### src/rtl/rvc_asap_5pl_vga_char_wr_if.sv
// ============================================================================
// Module      : rvc_asap_5pl_vga_char_wr_if
// Description : Command, font ROM and VGA write-port bundle for the glyph writer.
// Revision    : 1.0 - initial release
// ============================================================================
`default_nettype none

interface rvc_asap_5pl_vga_char_wr_if;
  logic        req_valid;
  logic        req_ready;
  logic        req_op;
  logic [6:0]  req_char;
  logic [6:0]  req_col;
  logic [5:0]  req_row;
  logic        req_fg;
  logic        font_rd;
  logic [9:0]  font_addr;
  logic [7:0]  font_data;
  logic        vga_wr_req;
  logic        vga_wr_gnt;
  logic [31:0] vga_address;
  logic [31:0] vga_data;
  logic [3:0]  vga_byteena;

  // Environment side: issues commands, serves the font ROM, arbitrates writes.
  modport master (
    output req_valid, req_op, req_char, req_col, req_row, req_fg,
    output font_data, vga_wr_gnt,
    input  req_ready, font_rd, font_addr,
    input  vga_wr_req, vga_address, vga_data, vga_byteena
  );

  // Glyph writer side.
  modport slave (
    input  req_valid, req_op, req_char, req_col, req_row, req_fg,
    input  font_data, vga_wr_gnt,
    output req_ready, font_rd, font_addr,
    output vga_wr_req, vga_address, vga_data, vga_byteena
  );
endinterface

`default_nettype wire

### src/rtl/rvc_asap_5pl_vga_char_wr.sv
// ============================================================================
// Module      : rvc_asap_5pl_vga_char_wr
// Description : Packs 8x8 font glyphs into VGA text-cell words, or fills the screen.
// Revision    : 1.0 - initial release
// ============================================================================
`default_nettype none

module rvc_asap_5pl_vga_char_wr #(
  parameter logic [31:0] VGA_BASE  = 32'h0000_0000,
  parameter int          TEXT_COLS = 80,
  parameter int          TEXT_ROWS = 60
) (
  input  wire logic                    CLK_50,
  input  wire logic                    Reset_N,
  rvc_asap_5pl_vga_char_wr_if.slave    bus,
  output logic                         busy,
  output logic                         err
);

  localparam logic [2:0] S_IDLE  = 3'd0;
  localparam logic [2:0] S_FETCH = 3'd1;
  localparam logic [2:0] S_CAPT  = 3'd2;
  localparam logic [2:0] S_WR0   = 3'd3;
  localparam logic [2:0] S_WR1   = 3'd4;
  localparam logic [2:0] S_FILL  = 3'd5;

  localparam logic [6:0]  c_cols      = 7'(TEXT_COLS);
  localparam logic [5:0]  c_rows      = 6'(TEXT_ROWS);
  localparam logic [13:0] c_cols14    = 14'(TEXT_COLS);
  localparam logic [13:0] c_fill_last = 14'(TEXT_COLS * 2 * TEXT_ROWS - 1);

  logic [2:0]  r_state;
  logic [6:0]  r_char;
  logic [6:0]  r_col;
  logic [5:0]  r_row;
  logic        r_fg;
  logic [2:0]  r_k;
  logic        r_cap_en;
  logic [2:0]  r_cap_k;
  logic [63:0] r_glyph;
  logic [13:0] r_fill;
  logic        r_err;

  logic        w_idle;
  logic        w_in_range;
  logic [7:0]  w_glyph_byte;
  logic [13:0] w_w0;
  logic [13:0] w_w1;
  logic [13:0] w_word;
  logic [31:0] w_data;

  assign w_idle     = (r_state == S_IDLE);
  assign w_in_range = (bus.req_col < c_cols) && (bus.req_row < c_rows);

  // Font bit7 is the leftmost pixel but memory bit0 is, so reverse, then polarity.
  always_comb begin
    w_glyph_byte = 8'h00;
    for (int i = 0; i < 8; i++) begin
      w_glyph_byte[i] = bus.font_data[7-i];
    end
    w_glyph_byte = w_glyph_byte ^ {8{~r_fg}};
  end

  assign w_w0 = {7'd0, r_row, 1'b0} * c_cols14 + {7'd0, r_col};
  assign w_w1 = w_w0 + c_cols14;

  always_ff @(posedge CLK_50 or negedge Reset_N) begin
    if (!Reset_N) begin
      r_state  <= S_IDLE;
      r_char   <= 7'd0;
      r_col    <= 7'd0;
      r_row    <= 6'd0;
      r_fg     <= 1'b0;
      r_k      <= 3'd0;
      r_cap_en <= 1'b0;
      r_cap_k  <= 3'd0;
      r_glyph  <= 64'd0;
      r_fill   <= 14'd0;
      r_err    <= 1'b0;
    end else begin
      r_err    <= 1'b0;
      // ROM data lags the read strobe by one cycle, so the capture slot trails r_k.
      r_cap_en <= (r_state == S_FETCH);
      r_cap_k  <= r_k;
      if (r_cap_en) begin
        r_glyph[{r_cap_k, 3'b000} +: 8] <= w_glyph_byte;
      end

      case (r_state)
        S_IDLE: begin
          if (bus.req_valid) begin
            r_char <= bus.req_char;
            r_col  <= bus.req_col;
            r_row  <= bus.req_row;
            r_fg   <= bus.req_fg;
            if (bus.req_op) begin
              r_fill  <= 14'd0;
              r_state <= S_FILL;
            end else if (w_in_range) begin
              r_k     <= 3'd0;
              r_state <= S_FETCH;
            end else begin
              r_err <= 1'b1;
            end
          end
        end
        S_FETCH: begin
          r_k <= r_k + 3'd1;
          if (r_k == 3'd7) begin
            r_state <= S_CAPT;
          end
        end
        S_CAPT: begin
          r_state <= S_WR0;
        end
        S_WR0: begin
          if (bus.vga_wr_gnt) begin
            r_state <= S_WR1;
          end
        end
        S_WR1: begin
          if (bus.vga_wr_gnt) begin
            r_state <= S_IDLE;
          end
        end
        S_FILL: begin
          if (bus.vga_wr_gnt) begin
            if (r_fill == c_fill_last) begin
              r_state <= S_IDLE;
            end else begin
              r_fill <= r_fill + 14'd1;
            end
          end
        end
        default: begin
          r_state <= S_IDLE;
        end
      endcase
    end
  end

  always_comb begin
    w_word = 14'd0;
    w_data = 32'd0;
    case (r_state)
      S_WR0: begin
        w_word = w_w0;
        w_data = r_glyph[31:0];
      end
      S_WR1: begin
        w_word = w_w1;
        w_data = r_glyph[63:32];
      end
      S_FILL: begin
        w_word = r_fill;
        w_data = {32{~r_fg}};
      end
      default: begin
        w_word = 14'd0;
        w_data = 32'd0;
      end
    endcase
  end

  assign bus.req_ready   = w_idle;
  assign busy            = ~w_idle;
  assign err             = r_err;
  assign bus.font_rd     = (r_state == S_FETCH);
  assign bus.font_addr   = bus.font_rd ? {r_char, r_k} : 10'd0;
  assign bus.vga_wr_req  = (r_state == S_WR0) || (r_state == S_WR1) || (r_state == S_FILL);
  assign bus.vga_address = bus.vga_wr_req ? (VGA_BASE + {16'd0, w_word, 2'b00}) : 32'd0;
  assign bus.vga_data    = bus.vga_wr_req ? w_data : 32'd0;
  assign bus.vga_byteena = bus.vga_wr_req ? 4'hF : 4'h0;

endmodule

`default_nettype wire

### src/flat_wrapper.sv
// flat-port wrapper written by rule: the top's interface ports become plain ports
module rvc_asap_5pl_vga_char_wr_flat 
#(
  parameter logic [31:0] VGA_BASE  = 32'h0000_0000,
  parameter int          TEXT_COLS = 80,
  parameter int          TEXT_ROWS = 60
)
  (CLK_50, Reset_N, busy, err, bus_req_valid, bus_req_op, bus_req_char, bus_req_col, bus_req_row, bus_req_fg, bus_font_data, bus_vga_wr_gnt, bus_req_ready, bus_font_rd, bus_font_addr, bus_vga_wr_req, bus_vga_address, bus_vga_data, bus_vga_byteena);
  rvc_asap_5pl_vga_char_wr_if bus_i ();
  input  wire logic CLK_50;
  input  wire logic Reset_N;
  output logic busy;
  output logic err;
  input wire logic [$bits(bus_i.req_valid)-1:0] bus_req_valid;
  input wire logic [$bits(bus_i.req_op)-1:0] bus_req_op;
  input wire logic [$bits(bus_i.req_char)-1:0] bus_req_char;
  input wire logic [$bits(bus_i.req_col)-1:0] bus_req_col;
  input wire logic [$bits(bus_i.req_row)-1:0] bus_req_row;
  input wire logic [$bits(bus_i.req_fg)-1:0] bus_req_fg;
  input wire logic [$bits(bus_i.font_data)-1:0] bus_font_data;
  input wire logic [$bits(bus_i.vga_wr_gnt)-1:0] bus_vga_wr_gnt;
  output wire logic [$bits(bus_i.req_ready)-1:0] bus_req_ready;
  output wire logic [$bits(bus_i.font_rd)-1:0] bus_font_rd;
  output wire logic [$bits(bus_i.font_addr)-1:0] bus_font_addr;
  output wire logic [$bits(bus_i.vga_wr_req)-1:0] bus_vga_wr_req;
  output wire logic [$bits(bus_i.vga_address)-1:0] bus_vga_address;
  output wire logic [$bits(bus_i.vga_data)-1:0] bus_vga_data;
  output wire logic [$bits(bus_i.vga_byteena)-1:0] bus_vga_byteena;
  assign bus_i.req_valid = bus_req_valid;
  assign bus_i.req_op = bus_req_op;
  assign bus_i.req_char = bus_req_char;
  assign bus_i.req_col = bus_req_col;
  assign bus_i.req_row = bus_req_row;
  assign bus_i.req_fg = bus_req_fg;
  assign bus_i.font_data = bus_font_data;
  assign bus_i.vga_wr_gnt = bus_vga_wr_gnt;
  assign bus_req_ready = bus_i.req_ready;
  assign bus_font_rd = bus_i.font_rd;
  assign bus_font_addr = bus_i.font_addr;
  assign bus_vga_wr_req = bus_i.vga_wr_req;
  assign bus_vga_address = bus_i.vga_address;
  assign bus_vga_data = bus_i.vga_data;
  assign bus_vga_byteena = bus_i.vga_byteena;
  rvc_asap_5pl_vga_char_wr #(.VGA_BASE(VGA_BASE), .TEXT_COLS(TEXT_COLS), .TEXT_ROWS(TEXT_ROWS)) u_core (.CLK_50(CLK_50), .Reset_N(Reset_N), .bus(bus_i), .busy(busy), .err(err));
endmodule
### config.mk
export PLATFORM = sky130hd
export DESIGN_NAME = rvc_asap_5pl_vga_char_wr_flat
export DESIGN_NICKNAME = d
export VERILOG_FILES = /design/src/rtl/rvc_asap_5pl_vga_char_wr_if.sv /design/src/rtl/rvc_asap_5pl_vga_char_wr.sv /design/src/flat_wrapper.sv
export SDC_FILE = /design/constraint.sdc
export NUM_CORES = 1
export LEC_CHECK = 0
export CORE_MARGIN = 3
export CORE_UTILIZATION = 53
export CTS_CLUSTER_SIZE = 24
export DETAILED_ROUTE_END_ITERATION = 8
export PLACE_DENSITY = 0.81
export RECOVER_POWER = 100
export SYNTH_ARGS = -nofsm -noshare
export SYNTH_HDL_FRONTEND = slang
export SYNTH_SLANG_ARGS = --single-unit
### constraint.sdc
create_clock -name CLK_50 -period 3.6 [get_ports CLK_50]
set_clock_uncertainty 0.2 [all_clocks]
set_input_delay 0.72 -clock CLK_50 [delete_from_list [all_inputs] [get_ports CLK_50]]
set_output_delay 0.72 -clock CLK_50 [all_outputs]
set_load 0.02 [all_outputs]
==> reports/metrics.yaml <==
status: "finished, violations left"
failed_checks: "max-capacitance violations, max-slew violations, negative setup slack"
die_h_um: 113
antenna_cells: 0
io_pins: 117
start_kind: "register"
tightestPinTransition_ns: 2.51
wl_um: 16600
fin_crit_sh_pct: 107
hpwl_um: 10800
hp-class: "reg -> reg"
syn2layout_area_growth_pct: 29.3
yosysWarnings: 0
worst_slack_ns: -0.250
clock_sinks: 110
fin_crit_ns: 3.85
setup_viol: 6
core_area_mm2: 0.0110
die_area_mm2: 0.0127
die_x_um: 113
holdBufCountCts: 0
clk_pin_slew_ns: 0.07
synthCells: 579
fin_nets: 741
max_slew_margin_pct: -67.1
clk-insertion-delay-late_ns: 0.36
finalMaxSlewViolations: 68
rsz0062_at_grt: "yes"
reg2reg_to: "u_core.r_fg"
rr_worst_depth: 5
place.gp.congestion: 0.914
hold_viol: 0
yosysTopAreaCellShare_pct: 45.6
fillerInstances: 799
grt_usage_pct: 25.9
drive_above_1_share_pct: 21.9
placed_area_mm2: 0.00722
min_path_cells: 0
cts-root-buf: "clkbuf_16"
maxCapViolations: 2
route.detailed.drc: 0
required_ns: 2.68
synth_cell_types: 56
port_buffers: 98
antenna_found_initial: 0
overflow: 0
synth_common_cells: "dfrtp_1, nand2_1, mux2_2"
seq_area_frac_synth_pct: 45.6
fmax_mhz: 260
reg2reg_from: "u_core.r_state[0]"
arrival_ns: 2.93
cts_made_buffers: 9
hold_start: "u_core.r_k[0]"
via_count: 5074
grt_pass1_vias: 5163
dp_cells: 811
leakagePower_nw: 3.45
syn_avg_cell_area_um2: 10.4
holdPathEnd: "u_core.r_cap_k[0]"
power_mw: 8.48
synthFlopType: "dfrtp_1"
drtIter0Drc: 397
async_reset_ff_share_pct: 100
synth_most_common_cell: "dfrtp_1"
synth_area_leaders: "dfrtp_1, mux2_2, a221o_1, o21ai_0, xnor2_1"
ant_nets: 0
end_kind: "output port"
power.density_mw_per_mm2: 1090
critPathKind: "reg -> out"
ir_worst_vdd_mv: 1.05
grt_pass1_wl_um: 26400
detail_route.wl_per_cell_um: 19.9
dr.pass1.iters: 5
syn_area_mm2: 0.00603
synth-seq-cells: 110
crit_path_max_fanout: 3
synth-edff-count: 0
num_rows: 38
final_area_mm2: 0.00780
cts_buffer_depth: 2
vias_per_cell: 6.08
stdcell_count: 834
yosys.area.top_type: "dfrtp_1"
cts_max_level: 3
start_util_pct: 54.9
grt_max_degree: 68
cts_tree: "built"
ff2ff_setup_slack_ns: 0.53
[worst max-delay path: stages (launching register included)]
cell	delay, ns
dfrtp_1	0.39
buf_4	0.15
ha_2	0.19
fa_1	0.49
nand3_1	0.28
nor3_4	0.11
a311oi_2	0.32
mux2i_1	0.15
o21ai_1	0.19
o311ai_2	0.12
buf_4	0.17
[routing by layer]
| metal | global-route usage (%) | share of wire (%) | vias to the layer above |
|---|---|---|---|
| li1 | - | - | 2273 |
| met1 | 35.4 | 41 | 2514 |
| met2 | 40.9 | 48 | 242 |
| met3 | 5.19 | 7.7 | 45 |
| met4 | 10.3 | 2.8 | 0 |
| met5 | 0 | 0 | - |
[per-stage QoR]
step           hold WS [ns]  TNS (ns)  setup slack (ns)  util [%]
6_report              0.241    -0.842            -0.250      71.0
4_1_cts               0.180    -0.332            -0.147      69.9
3_3_place_gp          0.218    -0.994            -0.281      65.7
2_1_floorplan         0.191         0            0.0823         -
3_5_place_dp          0.219     -1.47            -0.451      65.7
5_1_grt               0.254     -2.59            -0.349      71.0
[registers in the layout, summed over array words and instances (netlist names)]
signal           flops
u_core.r_glyph      64
u_core.r_fill       14
u_core.r_char        7
u_core.r_col         7
u_core.r_row         6
u_core.r_cap_k       3
u_core.r_k           3
u_core.r_state       3
u_core.err           1
u_core.r_cap_en      1
u_core.r_fg          1
[repair_timing]
action	4_1_cts	5_1_grt
buffers inserted	6	2
pin swaps	15	20
gates resized for setup	59	31
setup endpoints to repair	8	28
[power breakdown]
group	leakage, nW	switching, mW	internal, mW
combinational	1.94	2.76	2.60
clock	0.147	0.484	0.554
sequential	1.37	0.347	1.74
[worst max-delay path by stage]
| stage | startpoint | to | slack, ns | cells after the start |
|---|---|---|---|---|
| after floorplan | u_core.r_row[1] | bus_vga_address[14] | 0.08 | 8 |
| after global placement | u_core.r_row[1] | bus_vga_address[14] | -0.28 | 9 |
| after detailed placement | u_core.r_row[2] | bus_vga_address[14] | -0.45 | 9 |
| after CTS | u_core.r_row[3] | bus_vga_address[14] | -0.15 | 9 |
| after global routing | u_core.r_row[0] | bus_vga_address[15] | -0.35 | 10 |
| final | u_core.r_row[0] | bus_vga_address[15] | -0.25 | 10 |
[kinds of logic after synthesis]
| group | count (synthesis) | synth area share (%) |
|---|---|---|
| and+or+nand+nor | 162 | 13.7 |
| other | 1 | 0.0622 |
| buffers and inverters | 66 | 5.87 |
| muxes | 63 | 11.6 |
| xor gates and xnor gates | 35 | 5.08 |
| adders and majority gates | 18 | 3.98 |
| DFF | 110 | 45.6 |
| AOI/OAI and AO/OA | 124 | 14.1 |
[placed cells by master (no fill, tap or decap), types with 3 or more instances in the layout]
master	netlist	routed
dfrtp_1	110	110
clkdlybuf4s50_1	0	68
nand2_1	61	60
mux2_2	56	53
o21ai_0	52	47
a221o_1	32	32
buf_4	22	31
nor2_1	29	26
xnor2_1	27	24
dlygate4sd3_1	0	21
conb_1	1	18
and3_1	13	13
a21oi_1	14	12
nand3_1	10	10
inv_1	11	9
nor3_1	10	9
clkbuf_16	0	9
xor2_1	8	8
ha_1	16	8
mux2i_1	7	7
nand4_1	6	6
ha_4	0	6
buf_6	2	6
o22ai_1	5	5
a21o_1	4	4
or3_1	5	4
nor4_1	2	4
nor4b_1	4	4
clkbuf_1	21	4
inv_2	1	3
a21oi_2	1	3
nor3b_1	2	3
[layout make-up]
type | count | area [um^2] | share of cell area (%)
sequential | 110 | 2750 | 35.3
clock inverter | 6 | 77.6 | 0.995
timing repair buffer | 136 | 1280 | 16.5
multi-input combinational | 420 | 3240 | 41.5
tap | 140 | 175 | 2.25
clock buffer | 10 | 229 | 2.94
inverter | 12 | 45.0 | 0.577
Power figures use the tool's default switching activity.
